==> config.mk <==
export PLATFORM = sky130hd
export DESIGN_NAME = guess_engine
export DESIGN_NICKNAME = d
export VERILOG_FILES = /design/src/rtl/guess_pkg.sv /design/src/rtl/guess_seed_counter.sv /design/src/rtl/guess_engine.sv
export SDC_FILE = /design/constraint.sdc
export NUM_CORES = 1
export LEC_CHECK = 0
export ABC_AREA = 1
export CORE_ASPECT_RATIO = 2
export CORE_UTILIZATION = 40
export DETAILED_ROUTE_END_ITERATION = 8
export GPL_TIMING_DRIVEN = 0
export SLEW_MARGIN = 30
export SYNTH_ARGS = -nofsm -noshare
export SYNTH_HDL_FRONTEND = slang
export SYNTH_HIERARCHICAL = 1
export SYNTH_SLANG_ARGS = --single-unit
==> constraint.sdc <==
create_clock -name clk -period 2.37 [get_ports clk]
set_clock_uncertainty 0.2 [all_clocks]
set_input_delay 0.5925 -clock clk [delete_from_list [all_inputs] [get_ports clk]]
set_output_delay 0.5925 -clock clk [all_outputs]
set_load 0.03 [all_outputs]
==> src/rtl/guess_pkg.sv <==
// Shared types for the guessing-game engine: FSM state encoding and compare flags.
package guess_pkg;

  typedef enum logic [1:0] {
    IDLE = 2'd0,
    PLAY = 2'd1,
    WIN  = 2'd2,
    LOSE = 2'd3
  } guess_state_t;

  typedef struct packed {
    logic over;
    logic under;
    logic equal;
  } cmp_t;

endpackage

==> src/rtl/guess_seed_counter.sv <==
// Free-running wrap-around counter; its value is sampled as the round secret.
module guess_seed_counter #(
  parameter int WIDTH = 8
) (
  input  logic             clk,
  input  logic             reset,
  output logic [WIDTH-1:0] seed
);

  always_ff @(posedge clk or posedge reset) begin
    if (reset) seed <= '0;
    else       seed <= seed + WIDTH'(1);
  end

endmodule

==> src/rtl/guess_engine.sv <==
// Guessing-game round engine: secret capture, guess compare, attempt count and best score.
module guess_engine
  import guess_pkg::*;
#(
  parameter int WIDTH       = 8,
  parameter int MAX_GUESSES = 7,
  parameter int RW          = $clog2(MAX_GUESSES + 1)
) (
  input  logic             clk,
  input  logic             reset,
  input  logic             i_start,
  input  logic             i_guess_valid,
  input  logic [WIDTH-1:0] i_guess,
  output logic             o_result_valid,
  output logic             o_over,
  output logic             o_under,
  output logic             o_equal,
  output logic [RW-1:0]    o_remain,
  output logic             o_playing,
  output logic             o_win,
  output logic             o_lose,
  output logic [RW-1:0]    o_best
);

  localparam logic [RW-1:0] MAX_R = RW'(MAX_GUESSES);

  guess_state_t     state, state_nxt;
  logic [WIDTH-1:0] seed, secret;
  cmp_t             flags, cmp;
  logic [RW-1:0]    remain, best, used;
  logic             result_vld;
  logic             guess_acc;

  guess_seed_counter #(.WIDTH(WIDTH)) u_seed (
    .clk   (clk),
    .reset (reset),
    .seed  (seed)
  );

  // Start has priority: a strobe coinciding with a restart is dropped.
  assign guess_acc = (state == PLAY) && i_guess_valid && !i_start;

  always_comb begin
    cmp.over  = (i_guess > secret);
    cmp.under = (i_guess < secret);
    cmp.equal = (i_guess == secret);
  end

  // Attempts used once this guess is counted (remain is pre-decrement here).
  assign used = MAX_R - (remain - RW'(1));

  always_ff @(posedge clk or posedge reset) begin
    if (reset) state <= IDLE;
    else       state <= state_nxt;
  end

  always_comb begin
    state_nxt = state;
    if (i_start) begin
      state_nxt = PLAY;
    end else if (guess_acc) begin
      if (cmp.equal)               state_nxt = WIN;
      else if (remain == RW'(1))   state_nxt = LOSE;
    end
  end

  always_ff @(posedge clk or posedge reset) begin
    if (reset) begin
      secret     <= '0;
      remain     <= MAX_R;
      flags      <= '0;
      result_vld <= 1'b0;
      best       <= '0;
    end else begin
      result_vld <= guess_acc;
      if (i_start) begin
        secret <= seed;
        remain <= MAX_R;
        flags  <= '0;
      end else if (guess_acc) begin
        flags  <= cmp;
        remain <= remain - RW'(1);
        if (cmp.equal && (best == '0 || used < best)) best <= used;
      end
    end
  end

  assign o_result_valid = result_vld;
  assign o_over         = flags.over;
  assign o_under        = flags.under;
  assign o_equal        = flags.equal;
  assign o_remain       = remain;
  assign o_best         = best;
  assign o_playing      = (state == PLAY);
  assign o_win          = (state == WIN);
  assign o_lose         = (state == LOSE);

endmodule

Word-level counts from Yosys, hierarchy flattened
Index checks and enable logic that the tools add are counted. Widths: inputs -> output; s select.

Register bits: 28. Bits in latches: 0. RAM bits: 0. Bits in read-only memories: 0. Input bits: 12. Output and inout bits: 13. Word-level logic and storage cells: 39. Memories kept: 0.

$add $sub $neg: 3. $mul: 0. Div/mod/pow operators: 0. Magnitude comparators: 3. Equality and inequality tests: 5. Shift operators: 0. Muxes and demuxes: 8. Bitwise operators: 1. Reduce and logical (&&, ||, !) cells: 10.

Operator list (count): $mux 3 (4); $add 8x1->8 const B (1); $eq 8x8->1 (1); $gt 8x8->1 (1); $lt 8x8->1 (1); $mux 2 (4); $eq 2x2->1 const B (2); $eq 3x1->1 const B (1); $logic_and 1x1->1 (3); $logic_not 3->1 (1); $lt 3x3->1 (1); $reduce_and 3->1 (1); $reduce_bool 3->1 (1); $sub 3x1->3 const B (1); $sub 3x3->3 const A (1); $eq 2x1->1 const B (1); $reduce_and 2->1 (1); $reduce_bool 2->1 (1); $logic_not 1->1 (1); $logic_or 1x1->1 (1); $not 1->1 (1).

Logic depth before layout (Yosys ltp)
Depth in word-level cells: 6. Mapped depth: 12. Depth with buffers taken out: 12.

Cells and area by module
The synthesis kept the hierarchy.

Modules (own cells, without submodules): guess_engine (instances 1, cells each 141, area each 1179.9 sq um, seq. area each 504.2 sq um); guess_seed_counter (instances 1, cells each 37, area each 339.1 sq um, seq. area each 200.2 sq um).

Worst setup path after synthesis
Ideal clock, no wire load.

Kind: flip-flop to flip-flop. Start point: register remain[1] (netlist: o_remain[1]). End point: register best[1] (netlist: o_best[1]). Setup time: 118 ps. Data arrival time: 1795 ps. Required time: 2052 ps. Path slack: 257 ps. Stages on the path, launching flop included: 13. Path buffers: 0. Period minus slack after synthesis: 2113 ps. Cell sequence: dfstp_2 -> inv_1 -> ha_1 -> xnor2_1 -> ha_1 -> inv_1 -> a21oi_1 -> nand2_1 -> nand2_1 -> nand2_1 -> nand2_2 -> nand2_1 -> nand2_1.

Cells in the longest elaborated chain, start to end: 6.

RTL lines: from (decl) (RTL line guess_engine.sv:30) `logic [RW-1:0] remain, best, used;`; from (signal assigned) (RTL line guess_engine.sv:82) `remain <= remain - RW'(1);`; $sub 3x1->3 (RTL line guess_engine.sv:50) `assign used = MAX_R - (remain - RW'(1));`; $sub 3x3->3 (RTL line guess_engine.sv:50); named net used[2] (RTL line guess_engine.sv:30); $lt 3x3->1 (RTL line guess_engine.sv:83) `if (cmp.equal && (best == '0 || used < best)) best <= used;`; $logic_or 1x1->1 (RTL line guess_engine.sv:83); $logic_and 1x1->1 (RTL line guess_engine.sv:83); $reduce_and 3->1 (no source line); to (signal assigned) (RTL line guess_engine.sv:83); to (decl) (RTL line guess_engine.sv:30).

The timed path passes the listed nets, and every way through them passes these cells. A chain may end at the register's enable or synchronous reset.

Final worst setup path
Start point: register remain[2] (netlist: o_remain[2]). End point: output o_remain[2].

RTL lines: to (decl) (RTL line guess_engine.sv:18) `output logic [RW-1:0] o_remain,`.

No word-level cell between the ends.

==> reports/metrics.cfg <==
[grt]
grt_max_degree=21
grt_pass1_wl_um=5090
grt.total_usage=0.173
antenna_found_initial=0
grt.overflow.total=0
grt_pass1_vias=1184

[yosys]
synthesis.nets=202
ys_types=25
synth_mux_area_frac=0
synthCells=178
ys_seq_elements=28
ys_warn_count=6
synth_top_cell_by_area=dfrtp_1
synth_area_leaders=dfrtp_1 (41%), nand2_1 (14%), ha_1 (9.9%)
synth_top_family_by_area=simple AND/OR/NAND/NOR gates
synth_seq_area_share=0.464
synth_compound_area_frac=0.0692
synth.top_cell.area_share=0.412
syn_area_mm2=0.00152
avgSynthCellArea_um2=8.53
synthSimpleGateAreaFrac=0.261
synthXorXnorAreaFrac=0.0231
synthAdderAreaFrac=0.0988

[power]
swShare=0.311
power.density_mw_per_mm2=600
p_clk_frac=0.259
ir_drop_uv=480
comb_power_share=0.258
cell_internal_pwr_mw=0.778
netSwitchingPower_mw=0.351
p_total_mw=1.13
power_leakage_nw=0.961
sequentialPowerShare=0.483

[drt]
totalWireLength_um=2910
via_per_inst=4.69
dr.pass1.iters=4
vias=1195
drc=0
dr.first_iter.drc_count=10
final_antenna_net_count=0
wire_per_inst_um=11.4

[timing]
hold_violations=0
setup_viol_count_final=0
max-slew-margin-rel=0.484
min_period_ns=2.31
rsz0062_at_grt=no
tns_ns=0
period_share=0.973
fmax_mhz=433
setup_ws_ns=0.0629
timing.final.max_slew_violations=0
tightest_slew_ns=0.773

[floorplanning]
fp.dieW_um=45.6
die_area_mm2=0.00406
rows=31
initial_core_util=0.421
coreArea_mm2=0.00361
ios=25
dieHeight_um=89.2

[outcome]
status=complete, no violations

[clocking]
cts_made_buffers=3
ctsHoldBuffers=0
clock-sinks=28
insertion_delay_ns=0.27
cts_tree=done
clk_path_buf_depth=2
ctsHtreeMaxLevel=1
cts_root_buf=clkbuf_8
cts_post_setup_buffers_inserted=0
clk_pin_slew_worst_paths_ns=0.10

[cells_and_area]
drive_gt1_frac=0.117
final_cell_count_no_fill=255
nNetsFinal=231
antenna_cells=0
area_growth_pct=23.8

[placed_design]
dp.cells=251
gp_congestion=0.804
place_worst_setup_slack_ns=0.0125
dp_hpwl_um=2440
port_buffers=24

[worst_setup_path]
critPathKind=reg -> out
critPathLaunchType=flop
critPathBufInv=1
cp_top_family=buffers and inverters
crit_path_max_incr_delay_ns=0.67
end_kind=output pin
cp_slowest_cell=clkdlybuf4s50_1
worstPathRequired_ns=1.58
crit_chain=clkdlybuf4s50_1
critPathMaxFanout=3
crit_arrival_ns=1.51

[job]
drv_cap=0

[hold_path]
hold_class=reg -> reg

[cells in the mapped netlist]
master / count
clkbuf_1: 1
dfrtp_1: 25
nand4_1: 1
nand2_1: 55
o21bai_1: 1
inv_2: 4
inv_1: 27
a21oi_1: 4
a22oi_1: 2
nand2_2: 3
nor2_4: 2
ha_1: 12
o21ai_0: 9
nor2_2: 1
xor2_1: 1
nor2_1: 7
nand3_2: 1
nand3_4: 2
xnor2_1: 3
nand3_1: 9
nor2_8: 1
o21a_1: 1
buf_4: 1
dfstp_2: 3
o21ai_1: 2
[cell usage in the layout (no fill, tap or decap), types with 3 or more instances in the layout]
cell / instances
nand2_1: 55
inv_1: 27
dfrtp_1: 24
clkdlybuf4s50_1: 21
ha_1: 12
nand3_1: 9
o21ai_0: 9
nor2_1: 7
a21oi_1: 4
inv_2: 4
clkbuf_8: 4
nand2_2: 3
dfstp_2: 3
dlygate4sd2_1: 3
[power by group through the flow]
stage | clock network (mW) | registers, mW | logic, mW
2_1_floorplan | 0 | 0.564 | 0.181
3_3_place_gp | 0 | 0.553 | 0.296
3_5_place_dp | 0 | 0.554 | 0.304
4_1_cts | 0.304 | 0.545 | 0.295
5_1_grt | 0.324 | 0.550 | 0.328
6_report | 0.292 | 0.545 | 0.292
[metal layers]
layer / vias to the layer above / global-route usage / part of all wire
met5: - / 0 / 0
met4: 0 / 0.0551 / 0.019
met3: 4 / 0.0182 / 0.023
met2: 20 / 0.342 / 0.60
met1: 566 / 0.174 / 0.35
li1: 605 / - / -
[logic make-up (layout without fill, tap and decap cells)]
| logic type | Yosys count | count (layout) |
|---|---|---|
| XOR/XNOR | 4 | 4 |
| adder cells (fa/ha/maj) | 12 | 12 |
| flip-flops | 28 | 28 |
| AO/OA/AOI/OAI | 19 | 19 |
| buffers and inverters | 33 | 61 |
| AND/OR/NAND/NOR | 82 | 82 |
[state kept, by name, indices dropped and copies added (netlist names)]
| signal | count |
|---|---|
| o_best | 3 |
| secret | 8 |
| o_over | 1 |
| o_under | 1 |
| o_equal | 1 |
| u_seed/seed | 8 |
| o_result_valid | 1 |
| state | 2 |
| o_remain | 3 |
[path summary, 6_finish.rpt]
path                             start              to  slack, ns  cells after the start
max                        o_remain[2]     o_remain[2]       0.06                      1
min                          secret[0]       secret[0]       0.29                      2
max reg2reg                o_remain[0]       o_best[1]       0.14                     12
min reg2reg                  secret[0]       secret[0]       0.29                      2
max in group asynchronous        reset        state[1]       0.86                      2
min in group asynchronous        reset  u_seed/seed[1]       0.38                      2
[repair_timing]
action / in CTS / in global routing
resized for setup: 3 / 2
endpoints found under the setup margin: 3 / 4
pin swaps: 0 / 0
[layout make-up]
class,count,area [um^2]
flip-flops and latches,28,706
clock buffers,4,55.1
well taps,49,61.3
inverters,31,116
repair buffers,24,236
plain buffers,2,11.3
multi-input cells,117,694
fillers,352,1730
[stage by stage]
stage	hold WS [ns]	area (um^2)	util
CTS	0.292	1870	0.519
detailed placement	0.268	1820	0.505
finish	0.291	1880	0.521
global placement	0.262	1820	0.505
floorplan	0.208	1520	-
global route	0.324	1880	0.521
(Power assumes the default switching activity.)
==> patch (config.mk and constraints unchanged) <==
`WIDTH` is set to 8 in 2 places; all go to 10.
--- a/src/rtl/guess_seed_counter.sv
+++ b/src/rtl/guess_seed_counter.sv
@@ -1,6 +1,6 @@
 // Free-running wrap-around counter; its value is sampled as the round secret.
 module guess_seed_counter #(
-  parameter int WIDTH = 8
+  parameter int WIDTH = 10
 ) (
   input  logic             clk,
   input  logic             reset,
--- a/src/rtl/guess_engine.sv
+++ b/src/rtl/guess_engine.sv
@@ -2,7 +2,7 @@
 module guess_engine
   import guess_pkg::*;
 #(
-  parameter int WIDTH       = 8,
+  parameter int WIDTH       = 10,
   parameter int MAX_GUESSES = 7,
   parameter int RW          = $clog2(MAX_GUESSES + 1)
 ) (
Ports: changed (resized i_guess); port bits go from 25 to 27. No check against the original RTL was run, so the function may have changed too.
==> patch against the original RTL <==
Via count is 18% higher. Area after synthesis up 16%. Routed wire length is 17% higher. Sequential cell count is 4 higher. Worst setup slack better by 10 ps. Cell area increased by 18%. Power up 26%. Global-route usage increased by 0.34 points. Largest cell class is now multi-input combinational cells. Highest routed layer unchanged.
==> patch: results (changes against the original RTL) <==
Average vias per placed instance - 4.70 (was 4.69)
Mapped Nets - 242 (was 202)
Wire length per cell - 11.3 µm (was 11.4 µm)
Hold WS - 274 ps (was 291 ps)
Htree depth - 2 (was 1)
RePlAce Congestion - 0.728 (was 0.804)
Placed wire-length estimate - 2.71 mm (was 2.44 mm)
Total track usage - 0.176 (was 0.173)
Number of DRC markers in iteration 0 - 22 (was 10)
Main synth FF type - dfrtp_1 (unchanged)
First-pass GRT wire length - 6.09 mm (was 5.09 mm)
Clock Tree Buf Depth - 2 (unchanged)
Distinct cells, synth - 23 (was 25)
Final #Nets - 277 (was 231)
Top Registers - secret: 10 flops, u_seed/seed: 10 flops (was secret: 8 flops, u_seed/seed: 8 flops)
Filler instances - 416 (was 352)
FF-to-FF path depth - 10 (was 12)
Reg2reg end - o_best[0] (was o_best[1])
CP startpoint - o_remain[2] (unchanged)
Leak - 1.15 nW (was 0.961 nW)
Largest net degree at the start of global routing - 23 (was 21)
Vias in the first global route - 1449 (was 1184)
Share of layout cells above drive strength 1 - 0.124 (was 0.117)
Max rail drop VDD - 0.000440 V (was 0.000480 V)
Synth top area share - 0.413 (was 0.412)
Pre-antenna DRT Iters - 3 (was 4)
Status - finished, final reports clean (unchanged)
Slew margin rel. - 0.472 (was 0.484)
Synth top cells by count - 66 x nand2_1, 35 x inv_1, 29 x dfrtp_1 (was 55 x nand2_1, 27 x inv_1, 25 x dfrtp_1)
CTS Buf Count - 5 (was 3)
Sequential area share after synthesis - 0.458 (was 0.464)
Number of port buffers - 26 (was 24)
Top post-synthesis cells by area - dfrtp_1 41%, nand2_1 14%, ha_1 11% (was dfrtp_1 41%, nand2_1 14%, ha_1 9.9%)
Clk pin slew, worst setup/hold paths - 70 ps (was 100 ps)
Worst reg-to-reg setup slack - 120 ps (was 140 ps)
[patch: cell count changes after synthesis, sizes merged, moves of 2 or more]
cell   unedited run  this run
buf               1         3
ha               12        15
nand2            58        68
nand3            12        18
nor2             11        14
inv              31        37
o21ai            11        14
dfrtp            25        29
[patch: worst min-delay path by stage]
stage	from	endpoint	cells past startpoint
6_report	secret[0]	secret[0]	2
3_3_place_gp	secret[0]	secret[0]	2
4_1_cts	secret[0]	secret[0]	2
2_1_floorplan	reset	u_seed/seed[0]	1
3_5_place_dp	secret[0]	secret[0]	2
5_1_grt	secret[0]	secret[0]	2
[patch: through the flow]
step	cell area, µm²	std cells	setup WS, ps	TNS [ps]	total power, mW
after floorplan	1760	213	154	0	0.813
final	2220	301	73.1	0	1.43
after detailed placement	2080	291	-89.1	-290	0.925
after CTS	2200	299	4.28	0	1.44
after global placement	2080	291	-98.2	-308	0.919
after global routing	2220	301	-23.6	-55.6	1.51
[patch: layout make-up]
type / count / area share
buffer: 3 / 0.00789
clock buffer: 6 / 0.0327
clock inverter: 2 / 0.0158
inverter: 37 / 0.0626
multi-input combinational: 141 / 0.365
sequential: 32 / 0.362
tap: 52 / 0.0293
timing repair buffer: 28 / 0.124
[patch: per-layer routing]
layer / wire length [µm] / track usage
met2: 2000 / 0.362
met5: 0 / 0
met1: 1250 / 0.156
met4: 55 / 0.0833
met3: 106 / 0.0363
[patch: repair_timing]
item	in CTS	in global routing
gates resized for setup	3	3
buffers inserted	0	2
hold buffers	0	0
pin swaps	0	3
endpoints found under the hold margin	0	0
setup endpoints to repair	5	4
cloned	0	0
[patch: cells by family after synthesis]
logic type                 Yosys count  synth area share
buffers and inverters               40            0.0890
adders and majority gates           15             0.107
and+or+nand+nor                    101             0.261
AOI/OAI and AO/OA                   21            0.0655
DFF                                 32             0.458
xor gates and xnor gates             4            0.0199
[patch: report_power, final]
| part | leakage, nW | total (mW) | internal [mW] | switching (mW) |
|---|---|---|---|---|
| Clock | 0.0552 | 0.510 | 0.312 | 0.198 |
| Sequential | 0.406 | 0.605 | 0.582 | 0.0228 |
| Combinational | 0.688 | 0.312 | 0.128 | 0.184 |
| Total | 1.15 | 1.43 | 1.02 | 0.405 |
